$ cat config.mk
export PLATFORM = sky130hd
export DESIGN_NAME = wakeup_issue_queue_flat
export DESIGN_NICKNAME = d
export VERILOG_FILES = /design/src/rtl/wakeup_issue_queue_pkg.sv /design/src/rtl/wakeup_issue_queue_if.sv /design/src/rtl/wakeup_issue_queue_entry.sv /design/src/rtl/wakeup_issue_queue.sv /design/src/flat_wrapper.sv
export SDC_FILE = /design/constraint.sdc
export NUM_CORES = 2
export LEC_CHECK = 0
export BUFFER_PORTS_ARGS = -buffer_cell sky130_fd_sc_hd__buf_2
export CAP_MARGIN = 20
export CORE_MARGIN = 2
export CORE_UTILIZATION = 25
export CTS_BUF_LIST = sky130_fd_sc_hd__clkbuf_8
export CTS_CLUSTER_SIZE = 10
export DETAILED_ROUTE_END_ITERATION = 6
export SKIP_CTS_REPAIR_TIMING = 1
export SYNTH_ARGS = -nofsm -noshare
export SYNTH_HDL_FRONTEND = slang
export SYNTH_SLANG_ARGS = --single-unit
export TNS_END_PERCENT = 100
$ cat constraint.sdc
create_clock -name CLK -period 4.7 [get_ports CLK]
set_clock_uncertainty 0.2 [all_clocks]
set_input_delay 0.235 -clock CLK [delete_from_list [all_inputs] [get_ports CLK]]
set_output_delay 0.235 -clock CLK [all_outputs]
set_load 0.005 [all_outputs]
$ cat src/rtl/wakeup_issue_queue_pkg.sv
// Shared constants and types for the wakeup-driven issue queue: tag width,
// per-unit default depths and the per-entry update operation.
package wakeup_issue_queue_pkg;

  localparam int DW_DEFAULT         = 64;
  localparam int TW_DEFAULT         = 6;
  localparam int WB_PORTS           = 2;
  localparam int ADDER_ISSUE_DEPTH  = 8;
  localparam int LOGCMP_ISSUE_DEPTH = 8;
  localparam int SHIFT_ISSUE_DEPTH  = 4;
  localparam int JAL_ISSUE_DEPTH    = 4;

  typedef logic [TW_DEFAULT-1:0] phy_tag_t;

  typedef enum logic [1:0] {
    OP_HOLD  = 2'd0,
    OP_SHIFT = 2'd1,
    OP_LOAD  = 2'd2,
    OP_CLEAR = 2'd3
  } entry_op_e;

  // Width of an index into a queue of the given depth (at least 1 bit).
  function automatic int sel_width(input int depth);
    return (depth > 1) ? $clog2(depth) : 1;
  endfunction

endpackage

$ cat src/rtl/wakeup_issue_queue_if.sv
// Dispatch / writeback / issue bundle of the issue queue. The master side is
// the surrounding pipeline, the slave side is the queue itself.
interface wakeup_issue_queue_if
  import wakeup_issue_queue_pkg::*;
#(
  parameter int DW     = DW_DEFAULT,
  parameter int DP     = ADDER_ISSUE_DEPTH,
  parameter int TW     = TW_DEFAULT,
  parameter int WB_NUM = WB_PORTS
);
  localparam int CW = $clog2(DP + 1);

  logic                 flush;
  logic                 disp_valid;
  logic                 disp_ready;
  logic [DW-1:0]        disp_payload;
  logic [TW-1:0]        disp_rs1_tag;
  logic                 disp_rs1_rdy;
  logic [TW-1:0]        disp_rs2_tag;
  logic                 disp_rs2_rdy;
  logic [WB_NUM-1:0]    wb_valid;
  logic [WB_NUM*TW-1:0] wb_tag;
  logic                 iss_valid;
  logic                 iss_ready;
  logic [DW-1:0]        iss_payload;
  logic [TW-1:0]        iss_rs1_tag;
  logic [TW-1:0]        iss_rs2_tag;
  logic [CW-1:0]        count;

  modport master (
    output flush, disp_valid, disp_payload, disp_rs1_tag, disp_rs1_rdy,
           disp_rs2_tag, disp_rs2_rdy, wb_valid, wb_tag, iss_ready,
    input  disp_ready, iss_valid, iss_payload, iss_rs1_tag, iss_rs2_tag, count
  );

  modport slave (
    input  flush, disp_valid, disp_payload, disp_rs1_tag, disp_rs1_rdy,
           disp_rs2_tag, disp_rs2_rdy, wb_valid, wb_tag, iss_ready,
    output disp_ready, iss_valid, iss_payload, iss_rs1_tag, iss_rs2_tag, count
  );

endinterface

$ cat src/rtl/wakeup_issue_queue_entry.sv
// One issue-queue slot: holds, shifts down from its upper neighbour, loads from
// dispatch or clears; writeback wakeup is applied to whichever source is chosen.
module wakeup_issue_queue_entry
  import wakeup_issue_queue_pkg::*;
#(
  parameter int DW     = DW_DEFAULT,
  parameter int TW     = TW_DEFAULT,
  parameter int WB_NUM = WB_PORTS
) (
  input  logic                 CLK,
  input  logic                 RSTn,
  input  entry_op_e            op,
  input  logic [DW-1:0]        up_payload,
  input  logic [TW-1:0]        up_rs1_tag,
  input  logic                 up_rs1_rdy,
  input  logic [TW-1:0]        up_rs2_tag,
  input  logic                 up_rs2_rdy,
  input  logic [DW-1:0]        disp_payload,
  input  logic [TW-1:0]        disp_rs1_tag,
  input  logic                 disp_rs1_rdy,
  input  logic [TW-1:0]        disp_rs2_tag,
  input  logic                 disp_rs2_rdy,
  input  logic [WB_NUM-1:0]    wb_valid,
  input  logic [WB_NUM*TW-1:0] wb_tag,
  output logic                 valid,
  output logic [DW-1:0]        payload,
  output logic [TW-1:0]        rs1_tag,
  output logic                 rs1_rdy,
  output logic [TW-1:0]        rs2_tag,
  output logic                 rs2_rdy
);

  logic          valid_q, valid_d;
  logic [DW-1:0] payload_q, payload_d;
  logic [TW-1:0] rs1_tag_q, rs1_tag_d;
  logic          rs1_rdy_q, rs1_rdy_d;
  logic [TW-1:0] rs2_tag_q, rs2_tag_d;
  logic          rs2_rdy_q, rs2_rdy_d;

  logic [DW-1:0]     src_payload;
  logic [TW-1:0]     src_rs1_tag, src_rs2_tag;
  logic              src_rs1_rdy, src_rs2_rdy;
  logic [WB_NUM-1:0] hit1, hit2;

  always_comb begin
    src_payload = payload_q;
    src_rs1_tag = rs1_tag_q;
    src_rs1_rdy = rs1_rdy_q;
    src_rs2_tag = rs2_tag_q;
    src_rs2_rdy = rs2_rdy_q;
    valid_d     = valid_q;
    case (op)
      OP_SHIFT: begin
        src_payload = up_payload;
        src_rs1_tag = up_rs1_tag;
        src_rs1_rdy = up_rs1_rdy;
        src_rs2_tag = up_rs2_tag;
        src_rs2_rdy = up_rs2_rdy;
        valid_d     = 1'b1;
      end
      OP_LOAD: begin
        src_payload = disp_payload;
        src_rs1_tag = disp_rs1_tag;
        src_rs1_rdy = disp_rs1_rdy;
        src_rs2_tag = disp_rs2_tag;
        src_rs2_rdy = disp_rs2_rdy;
        valid_d     = 1'b1;
      end
      OP_CLEAR: valid_d = 1'b0;
      default:  valid_d = valid_q;
    endcase
  end

  // Comparing against the chosen source covers held, shifting and bypassed pushes alike.
  genvar gi;
  generate
    for (gi = 0; gi < WB_NUM; gi++) begin : g_wake
      assign hit1[gi] = wb_valid[gi] && (src_rs1_tag == wb_tag[gi*TW +: TW]);
      assign hit2[gi] = wb_valid[gi] && (src_rs2_tag == wb_tag[gi*TW +: TW]);
    end
  endgenerate

  always_comb begin
    payload_d = src_payload;
    rs1_tag_d = src_rs1_tag;
    rs2_tag_d = src_rs2_tag;
    rs1_rdy_d = src_rs1_rdy | (|hit1);
    rs2_rdy_d = src_rs2_rdy | (|hit2);
  end

  always_ff @(posedge CLK) begin
    if (!RSTn) begin
      valid_q   <= 1'b0;
      payload_q <= '0;
      rs1_tag_q <= '0;
      rs1_rdy_q <= 1'b0;
      rs2_tag_q <= '0;
      rs2_rdy_q <= 1'b0;
    end else begin
      valid_q   <= valid_d;
      payload_q <= payload_d;
      rs1_tag_q <= rs1_tag_d;
      rs1_rdy_q <= rs1_rdy_d;
      rs2_tag_q <= rs2_tag_d;
      rs2_rdy_q <= rs2_rdy_d;
    end
  end

  assign valid   = valid_q;
  assign payload = payload_q;
  assign rs1_tag = rs1_tag_q;
  assign rs1_rdy = rs1_rdy_q;
  assign rs2_tag = rs2_tag_q;
  assign rs2_rdy = rs2_rdy_q;

endmodule

$ cat src/rtl/wakeup_issue_queue.sv
// Compacting out-of-order issue queue: oldest-ready select, shift-down on
// issue, append on dispatch, tag wakeup from the writeback ports.
module wakeup_issue_queue
  import wakeup_issue_queue_pkg::*;
#(
  parameter int DW     = DW_DEFAULT,
  parameter int DP     = ADDER_ISSUE_DEPTH,
  parameter int TW     = TW_DEFAULT,
  parameter int WB_NUM = WB_PORTS
) (
  input  logic                 CLK,
  input  logic                 RSTn,
  wakeup_issue_queue_if.slave  bus
);

  localparam int CW = $clog2(DP + 1);
  localparam int SW = sel_width(DP);

  logic [CW-1:0] count_q, count_d;

  // One extra all-zero slot above the top so every entry has an upper neighbour.
  logic          e_valid   [DP];
  logic [DW-1:0] e_payload [DP+1];
  logic [TW-1:0] e_rs1_tag [DP+1];
  logic          e_rs1_rdy [DP+1];
  logic [TW-1:0] e_rs2_tag [DP+1];
  logic          e_rs2_rdy [DP+1];
  entry_op_e     e_op      [DP];

  logic          sel_found;
  logic [SW-1:0] sel_idx;
  logic [CW-1:0] sel_ext;
  logic          disp_ready_w;
  logic          iss_valid_w;
  logic          issue_fire;
  logic          push_fire;
  logic [CW-1:0] push_idx;

  assign e_payload[DP] = '0;
  assign e_rs1_tag[DP] = '0;
  assign e_rs1_rdy[DP] = 1'b0;
  assign e_rs2_tag[DP] = '0;
  assign e_rs2_rdy[DP] = 1'b0;

  always_comb begin
    sel_found = 1'b0;
    sel_idx   = '0;
    for (int i = DP - 1; i >= 0; i--) begin
      if (e_valid[i] && e_rs1_rdy[i] && e_rs2_rdy[i]) begin
        sel_found = 1'b1;
        sel_idx   = SW'(i);
      end
    end
  end

  assign sel_ext      = CW'(sel_idx);
  assign disp_ready_w = (count_q < CW'(DP));
  assign iss_valid_w  = sel_found && !bus.flush;
  assign issue_fire   = iss_valid_w && bus.iss_ready;
  assign push_fire    = bus.disp_valid && disp_ready_w;
  assign push_idx     = issue_fire ? (count_q - CW'(1)) : count_q;

  always_comb begin
    for (int i = 0; i < DP; i++) begin
      e_op[i] = OP_HOLD;
      if (bus.flush) begin
        e_op[i] = OP_CLEAR;
      end else if (push_fire && (push_idx == CW'(i))) begin
        e_op[i] = OP_LOAD;
      end else if (issue_fire && (CW'(i) >= sel_ext) && (CW'(i + 1) < count_q)) begin
        e_op[i] = OP_SHIFT;
      end else if (issue_fire && (CW'(i + 1) == count_q)) begin
        e_op[i] = OP_CLEAR;
      end
    end
  end

  always_comb begin
    count_d = count_q + CW'(push_fire) - CW'(issue_fire);
    if (bus.flush) begin
      count_d = '0;
    end
  end

  always_ff @(posedge CLK) begin
    if (!RSTn) begin
      count_q <= '0;
    end else begin
      count_q <= count_d;
    end
  end

  genvar gi;
  generate
    for (gi = 0; gi < DP; gi++) begin : g_entry
      wakeup_issue_queue_entry #(
        .DW     (DW),
        .TW     (TW),
        .WB_NUM (WB_NUM)
      ) u_entry (
        .CLK          (CLK),
        .RSTn         (RSTn),
        .op           (e_op[gi]),
        .up_payload   (e_payload[gi+1]),
        .up_rs1_tag   (e_rs1_tag[gi+1]),
        .up_rs1_rdy   (e_rs1_rdy[gi+1]),
        .up_rs2_tag   (e_rs2_tag[gi+1]),
        .up_rs2_rdy   (e_rs2_rdy[gi+1]),
        .disp_payload (bus.disp_payload),
        .disp_rs1_tag (bus.disp_rs1_tag),
        .disp_rs1_rdy (bus.disp_rs1_rdy),
        .disp_rs2_tag (bus.disp_rs2_tag),
        .disp_rs2_rdy (bus.disp_rs2_rdy),
        .wb_valid     (bus.wb_valid),
        .wb_tag       (bus.wb_tag),
        .valid        (e_valid[gi]),
        .payload      (e_payload[gi]),
        .rs1_tag      (e_rs1_tag[gi]),
        .rs1_rdy      (e_rs1_rdy[gi]),
        .rs2_tag      (e_rs2_tag[gi]),
        .rs2_rdy      (e_rs2_rdy[gi])
      );
    end
  endgenerate

  assign bus.disp_ready  = disp_ready_w;
  assign bus.iss_valid   = iss_valid_w;
  assign bus.iss_payload = sel_found ? e_payload[sel_idx] : '0;
  assign bus.iss_rs1_tag = sel_found ? e_rs1_tag[sel_idx] : '0;
  assign bus.iss_rs2_tag = sel_found ? e_rs2_tag[sel_idx] : '0;
  assign bus.count       = count_q;

endmodule
$ cat src/flat_wrapper.sv
// flat-port wrapper written by rule: the top's interface ports become plain ports
module wakeup_issue_queue_flat import wakeup_issue_queue_pkg::*;
#(
  parameter int DW     = DW_DEFAULT,
  parameter int DP     = ADDER_ISSUE_DEPTH,
  parameter int TW     = TW_DEFAULT,
  parameter int WB_NUM = WB_PORTS
)
  (CLK, RSTn, bus_flush, bus_disp_valid, bus_disp_payload, bus_disp_rs1_tag, bus_disp_rs1_rdy, bus_disp_rs2_tag, bus_disp_rs2_rdy, bus_wb_valid, bus_wb_tag, bus_iss_ready, bus_disp_ready, bus_iss_valid, bus_iss_payload, bus_iss_rs1_tag, bus_iss_rs2_tag, bus_count);
  wakeup_issue_queue_if #(.DW(DW), .DP(DP), .TW(TW), .WB_NUM(WB_NUM)) bus_i ();
  input  logic CLK;
  input  logic RSTn;
  input wire logic [$bits(bus_i.flush)-1:0] bus_flush;
  input wire logic [$bits(bus_i.disp_valid)-1:0] bus_disp_valid;
  input wire logic [$bits(bus_i.disp_payload)-1:0] bus_disp_payload;
  input wire logic [$bits(bus_i.disp_rs1_tag)-1:0] bus_disp_rs1_tag;
  input wire logic [$bits(bus_i.disp_rs1_rdy)-1:0] bus_disp_rs1_rdy;
  input wire logic [$bits(bus_i.disp_rs2_tag)-1:0] bus_disp_rs2_tag;
  input wire logic [$bits(bus_i.disp_rs2_rdy)-1:0] bus_disp_rs2_rdy;
  input wire logic [$bits(bus_i.wb_valid)-1:0] bus_wb_valid;
  input wire logic [$bits(bus_i.wb_tag)-1:0] bus_wb_tag;
  input wire logic [$bits(bus_i.iss_ready)-1:0] bus_iss_ready;
  output wire logic [$bits(bus_i.disp_ready)-1:0] bus_disp_ready;
  output wire logic [$bits(bus_i.iss_valid)-1:0] bus_iss_valid;
  output wire logic [$bits(bus_i.iss_payload)-1:0] bus_iss_payload;
  output wire logic [$bits(bus_i.iss_rs1_tag)-1:0] bus_iss_rs1_tag;
  output wire logic [$bits(bus_i.iss_rs2_tag)-1:0] bus_iss_rs2_tag;
  output wire logic [$bits(bus_i.count)-1:0] bus_count;
  assign bus_i.flush = bus_flush;
  assign bus_i.disp_valid = bus_disp_valid;
  assign bus_i.disp_payload = bus_disp_payload;
  assign bus_i.disp_rs1_tag = bus_disp_rs1_tag;
  assign bus_i.disp_rs1_rdy = bus_disp_rs1_rdy;
  assign bus_i.disp_rs2_tag = bus_disp_rs2_tag;
  assign bus_i.disp_rs2_rdy = bus_disp_rs2_rdy;
  assign bus_i.wb_valid = bus_wb_valid;
  assign bus_i.wb_tag = bus_wb_tag;
  assign bus_i.iss_ready = bus_iss_ready;
  assign bus_disp_ready = bus_i.disp_ready;
  assign bus_iss_valid = bus_i.iss_valid;
  assign bus_iss_payload = bus_i.iss_payload;
  assign bus_iss_rs1_tag = bus_i.iss_rs1_tag;
  assign bus_iss_rs2_tag = bus_i.iss_rs2_tag;
  assign bus_count = bus_i.count;
  wakeup_issue_queue #(.DW(DW), .DP(DP), .TW(TW), .WB_NUM(WB_NUM)) u_core (.CLK(CLK), .RSTn(RSTn), .bus(bus_i));
endmodule
# After elaboration in Yosys (flattened, before gate mapping)
# Index checks and enable logic that the tools add are counted.
# classes
addsub,3
magnitude_cmp,18
eq_ne,71
n_mux,109
bitwise_logic,18
reduce_logical,126
# op_table
cell,count
64-bit case mux with 2 select lines,8
64-bit binary-select mux with 4-bit select,1
6-bit equality test,32
64-bit two-way mux,3
6-bit case mux with 2 select lines,16
1-bit logical AND,83
2-bit two-way mux,32
2-bit OR reduction,25
6-bit binary-select mux with 4-bit select,2
1-bit case mux with 2 select lines,24
6-bit two-way mux,6
2-bit equality test (second input constant),16
2-bit nonzero test,16
3-bit two-way mux,8
2-bit by 1-bit equality test with 1-bit output (second input constant),8
3-bit by 4-bit equality test with 1-bit output (first input constant),4
4-bit by 3-bit equality test with 1-bit output (second input constant),4
3-bit by 4-bit less-than comparator with 1-bit output (first input constant),4
1-bit OR,16
3-bit greater-or-equal comparator (first input constant),4
2-bit by 4-bit equality test with 1-bit output (first input constant),2
4-bit by 2-bit equality test with 1-bit output (second input constant),2
2-bit by 4-bit less-than comparator with 1-bit output (first input constant),2
1-bit two-way mux,8
17 further kinds,19
# totals
regBits,636
in_bits,97
out_inout_bits,82
word_cells,394

# Depth between registers and ports, before layout
# depth
word_depth,23
mapped_depth,22
mapped_depth_nobuf,17

# Cells and area by module
# From an unflattened synthesis, not the netlist that was laid out.
# hier_totals
hier_cells,4174
hier_area_um2,38345.5
# modules_own_cells
mod,instances,cells_per_inst,area_each_um2,seq_area_each_um2
wakeup_issue_queue_entry (u_core.g_entry[0].u_entry ...),7,419,4155.2,1581.5
wakeup_issue_queue,1,810,5202.5,80.1
wakeup_issue_queue_entry (u_core.g_entry[7].u_entry),1,431,4056.4,1581.5

# Least setup slack after synthesis
# No wires, ideal clock.
# synth_path
path_type,flip-flop to flip-flop
from,register u_core.g_entry[0].u_entry.rs2_rdy_q
to,register u_core.g_entry[4].u_entry.rs1_rdy_q
setup_time_ps,74
arrival_time_ps,4201
required_ps,4426
slack_ps,224
stages_incl_launch_ff,21
n_path_buf,5
period_less_slack_ps,4476
path_cell_list,dfxtp_1 -> nand3_1 -> and2_1 -> buf_2 -> a41o_1 -> inv_2 -> buf_2 -> buf_2 -> ha_1 -> and3_1 -> o211ai_1 -> or3b_1 -> ha_1 -> buf_2 -> clkbuf_1 -> nand2_1 -> o21ai_1 -> xnor2_1 -> nand4_1 -> or4_1 -> a31oi_1
# synth_between
elab_chain_cells,15
elab_cells_between_ends,26
classes_between,1 x order compare; 5 x eq/ne; 9 x mux; 1 x bitwise; 10 x reduce/logical
# synth_lines
element,line,source
"start, declared",wakeup_issue_queue_entry.sv:38,"logic rs2_rdy_q, rs2_rdy_d;"
"start signal, assigned",wakeup_issue_queue_entry.sv:105,rs2_rdy_q <= rs2_rdy_d;
1-bit logical AND (*),wakeup_issue_queue.sv:49,if (e_valid[i] && e_rs1_rdy[i] && e_rs2_rdy[i]) begin
"parallel branches: the longest is 6 deep, another holds 3-bit greater-or-equal comparator",n/a,
2-bit two-way mux (*),wakeup_issue_queue.sv:68,end else if (push_fire && (push_idx == CW'(i))) begin
2-bit two-way mux (*),wakeup_issue_queue.sv:66,if (bus.flush) begin
2-bit equality test or 2-bit by 1-bit equality test with 1-bit output (tied branches),wakeup_issue_queue_entry.sv:52,case (op)
6-bit case mux with 2 select lines,wakeup_issue_queue_entry.sv:52,
6-bit equality test,wakeup_issue_queue_entry.sv:78,assign hit1[gi] = wb_valid[gi] && (src_rs1_tag == wb_tag[gi*TW +: TW]);
1-bit logical AND,wakeup_issue_queue_entry.sv:78,
2-bit OR reduction,wakeup_issue_queue_entry.sv:87,rs1_rdy_d = src_rs1_rdy | (|hit1);
1-bit OR (*),wakeup_issue_queue_entry.sv:87,
"end signal, assigned",wakeup_issue_queue_entry.sv:103,rs1_rdy_q <= rs1_rdy_d;
"end, declared",wakeup_issue_queue_entry.sv:36,"logic rs1_rdy_q, rs1_rdy_d;"
# Mark *: on every way between the ends.
# A chain may end at the register's enable or synchronous reset.

# Worst setup path in the final report
# layout_path
from,register u_core.g_entry[7].u_entry.rs2_rdy_q
to,output bus_iss_payload[1]
# layout_between
elab_chain_cells,14
elab_cells_between_ends,22
classes_between,20 x mux; 1 x bitwise; 1 x reduce/logical
# layout_lines
element,line,source
"start, declared",wakeup_issue_queue_entry.sv:38,
"start signal, assigned",wakeup_issue_queue_entry.sv:105,
1-bit logical AND (*),wakeup_issue_queue.sv:49,
3-bit two-way mux (8 in series),wakeup_issue_queue.sv:49,
3-bit NOT with 4-bit output (implied by the code),wakeup_issue_queue.sv:128,assign bus.iss_payload = sel_found ? e_payload[sel_idx] : '0;
64-bit binary-select mux with 4-bit select,wakeup_issue_queue.sv:128,
64-bit two-way mux (implied by the code) (2 in series),wakeup_issue_queue.sv:128,
64-bit two-way mux (*),wakeup_issue_queue.sv:128,
"end, declared",flat_wrapper.sv:25,output wire logic [$bits(bus_i.iss_payload)-1:0] bus_iss_payload;
# Mark *: on every way between the ends. The rest lies on a longest branch, timed or not. The select of a mux whose other input is x is not followed.

==> impl_metrics.ini <==
[critical_path]
start_kind = flop
r2r_slack_ns = 0.25
path_max_fanout = 29
critPathRequiredTime_ns = 4.26
crit_path_end_kind = primary output
worstSetupPathType = flop to primary output
arrival_ns = 4.13

[synth]
synthesis.area_um2 = 35740
synth_edf_count = 0
yosysUniqueCellTypes = 66
syn_nets = 4439
ys.flop_type = dfxtp_1
postSynthCellCount = 4292
synth-seq-cells = 636
async_flop_share_pct = 0
seq_area_frac_synth_pct = 35.62
synth_area_per_cell_um2 = 8.328
yosys_warnings = 0

[cells_and_area]
drive_gt1_share_pct = 11.02
fin_nets = 4446
fin_util_pct = 29.37
most-common-layout-cells = nor2_1, mux2i_1, dfxtp_1
finalNonFillerCells = 6290
fin_area_um2 = 41640
final_common_cell = nor2_1
area_growth_pct = 16.49

[die]
placementRows = 138
start_util_pct = 25.21
die_x_um = 382.1
die_y_um = 382.1
pin_count = 179
die_area_um2 = 146000
core_area_um2 = 141800

[detailed_routing]
wl_met1_mm = 55.01
wl_met3_mm = 7.353
dr_wl_met2_mm = 59.10
wl_per_cell_um = 20.06
drtIter0Drc = 2378
top_layer = met5
vias = 31523
via_per_inst = 5.012
drtAntennaViolNets = 0
drcViolationCount = 0
first_pass_iters = 5
totalWireLength_mm = 126.1

[grt]
grt_max_degree = 125
grt_pass1_vias = 29443
antenna_found_initial = 13
grt_pass1_wl_mm = 185.6
grt_overflow = 0
grt_usage_pct = 16.37

[timing]
rsz0062_at_grt = false
hold_viol_final = 0
setup_viol = 0
slew_headroom_pct = 32.05
fin_setup_tns_ns = 0
tightest_slew_ns = 1.019
slew_violations = 0
clock.fmax_mhz = 219.1
fin_crit_ns = 4.564
fin_crit_sh_pct = 97.11

[power]
leakagePower_nw = 14.86
power_density_nw_per_um2 = 349.2
max-vdd-ir-drop_v = 0.0002184

[cts]
numCtsBuffers = 110
cts_tree = done
htree_levels = 3
clk_latency_ns = 0.83
cts_sinks = 636
path_clk_slew_ns = 0.07
clockBufferDepth = 3
cts-root-buf = clkbuf_8

[placement]
place_inst = 5986
place.gp.congestion = 0.8704
hpwl_mm = 75.01
port_buffers = 178
placed_area_um2 = 38050

[worst_hold_path]
hold_path_class = input pin to flop

[status]
outcome = complete, no violations

[run]
cap_violations = 0
[worst max-delay path, cell delays in order (launching register included)]
cell and delay (ns):
dfxtp_1 0.39, nand3_1 0.16, o211a_1 0.29, o31ai_4 0.33, buf_6 0.46, buf_4 0.56, mux2i_1 0.16, o221ai_1 0.64
buf_2 0.25
[sequential cells by signal, indices dropped and copies added, names as in the netlist]
register                        flops
u_core.g_entry.u_entry.rs1_tag     48
u_core.g_entry.u_entry.rs2_rdy      8
u_core.bus.count                    4
u_core.g_entry.u_entry.valid        8
u_core.g_entry.u_entry.rs1_rdy      8
u_core.g_entry.u_entry.rs2_tag     48
u_core.g_entry.u_entry.payload    512
[area by class of cell]
class	instances	area, um^2
inverters	19	78.83
clock inverters	60	543.0
repair buffers	344	2684
flip-flops and latches	636	12730
clock buffers	146	2009
diodes	7	17.52
well taps	1890	2365
fillers	14937	100100
multi-input cells	3188	21210
[kinds of logic (layout without fill, tap and decap cells)]
family	count (synthesis)	count (layout)	share of synthesized area, %
DFF	636	636	35.62
and+or+nand+nor	1230	1230	13.76
buffers and inverters	468	569	5.591
muxes	752	752	21.06
AOI/OAI and AO/OA	962	962	17.42
adders and majority gates	50	50	1.771
xor gates and xnor gates	194	194	4.775
other	0	7	0
[where the power goes]
part	switching (mW)	internal (mW)	leakage, nW
combinational	1.74	1.02	8.29
clock	2.57	3.29	1.39
sequential	0.226	5.70	5.18
[Yosys cell counts, types with 4 or more instances]
cell	number	area (um^2)
a221o_1	91	910.9
o21ai_1	43	215.2
o21ai_0	57	285.3
xor2_1	96	840.8
xnor2_1	97	849.6
or4_1	16	120.1
inv_2	9	33.78
and3_1	4	25.02
clkbuf_1	296	1111
o31a_1	5	43.79
and2_1	12	75.07
buf_4	19	142.6
inv_1	10	37.54
ha_1	49	613.1
o41ai_1	4	35.03
a21o_1	4	30.03
nor2_1	1086	4076
nand3_1	14	70.07
a21oi_1	478	2392
and3b_1	5	43.79
mux2i_1	752	7527
nor4_1	14	87.58
buf_6	5	56.30
buf_1	37	138.9
o221ai_1	76	665.6
a22oi_1	73	548.0
nand2_1	32	120.1
o22a_1	76	665.6
dfxtp_1	636	12730
o21ai_2	6	52.55
o211ai_1	5	37.54
nand4_1	33	206.5
buf_2	89	445.4
a31oi_1	17	106.4
[per-stage QoR]
step	worst slack, ns	hold WS, ns	power (mW)
floorplan	0.2242	0.2231	7.928
global placement	0.2397	0.2639	8.658
detailed placement	0.2296	0.2763	8.694
CTS	-0.3398	-0.5192	14.60
global route	0.004057	-0.0001855	15.20
finish	0.1359	0.006404	14.54
[final timing paths]
kind | start | end | depth (start not counted)
setup reg to reg | u_core.g_entry[7].u_entry.rs2_rdy | u_core.g_entry[2].u_entry.rs1_rdy | 17
setup / recovery | u_core.g_entry[7].u_entry.rs2_rdy | bus_iss_payload[1] | 8
hold / removal | bus_wb_tag[10] | u_core.g_entry[5].u_entry.rs1_rdy | 4
hold reg to reg | u_core.g_entry[0].u_entry.payload[52] | u_core.g_entry[0].u_entry.payload[52] | 2
[per-layer routing]
metal | global-route usage [%] | up-vias
li1 | - | 15115
met1 | 20.45 | 15182
met3 | 3.315 | 277
met4 | 7.006 | 16
met5 | 0 | -
met2 | 27.23 | 933
(Power assumes the default switching activity.)
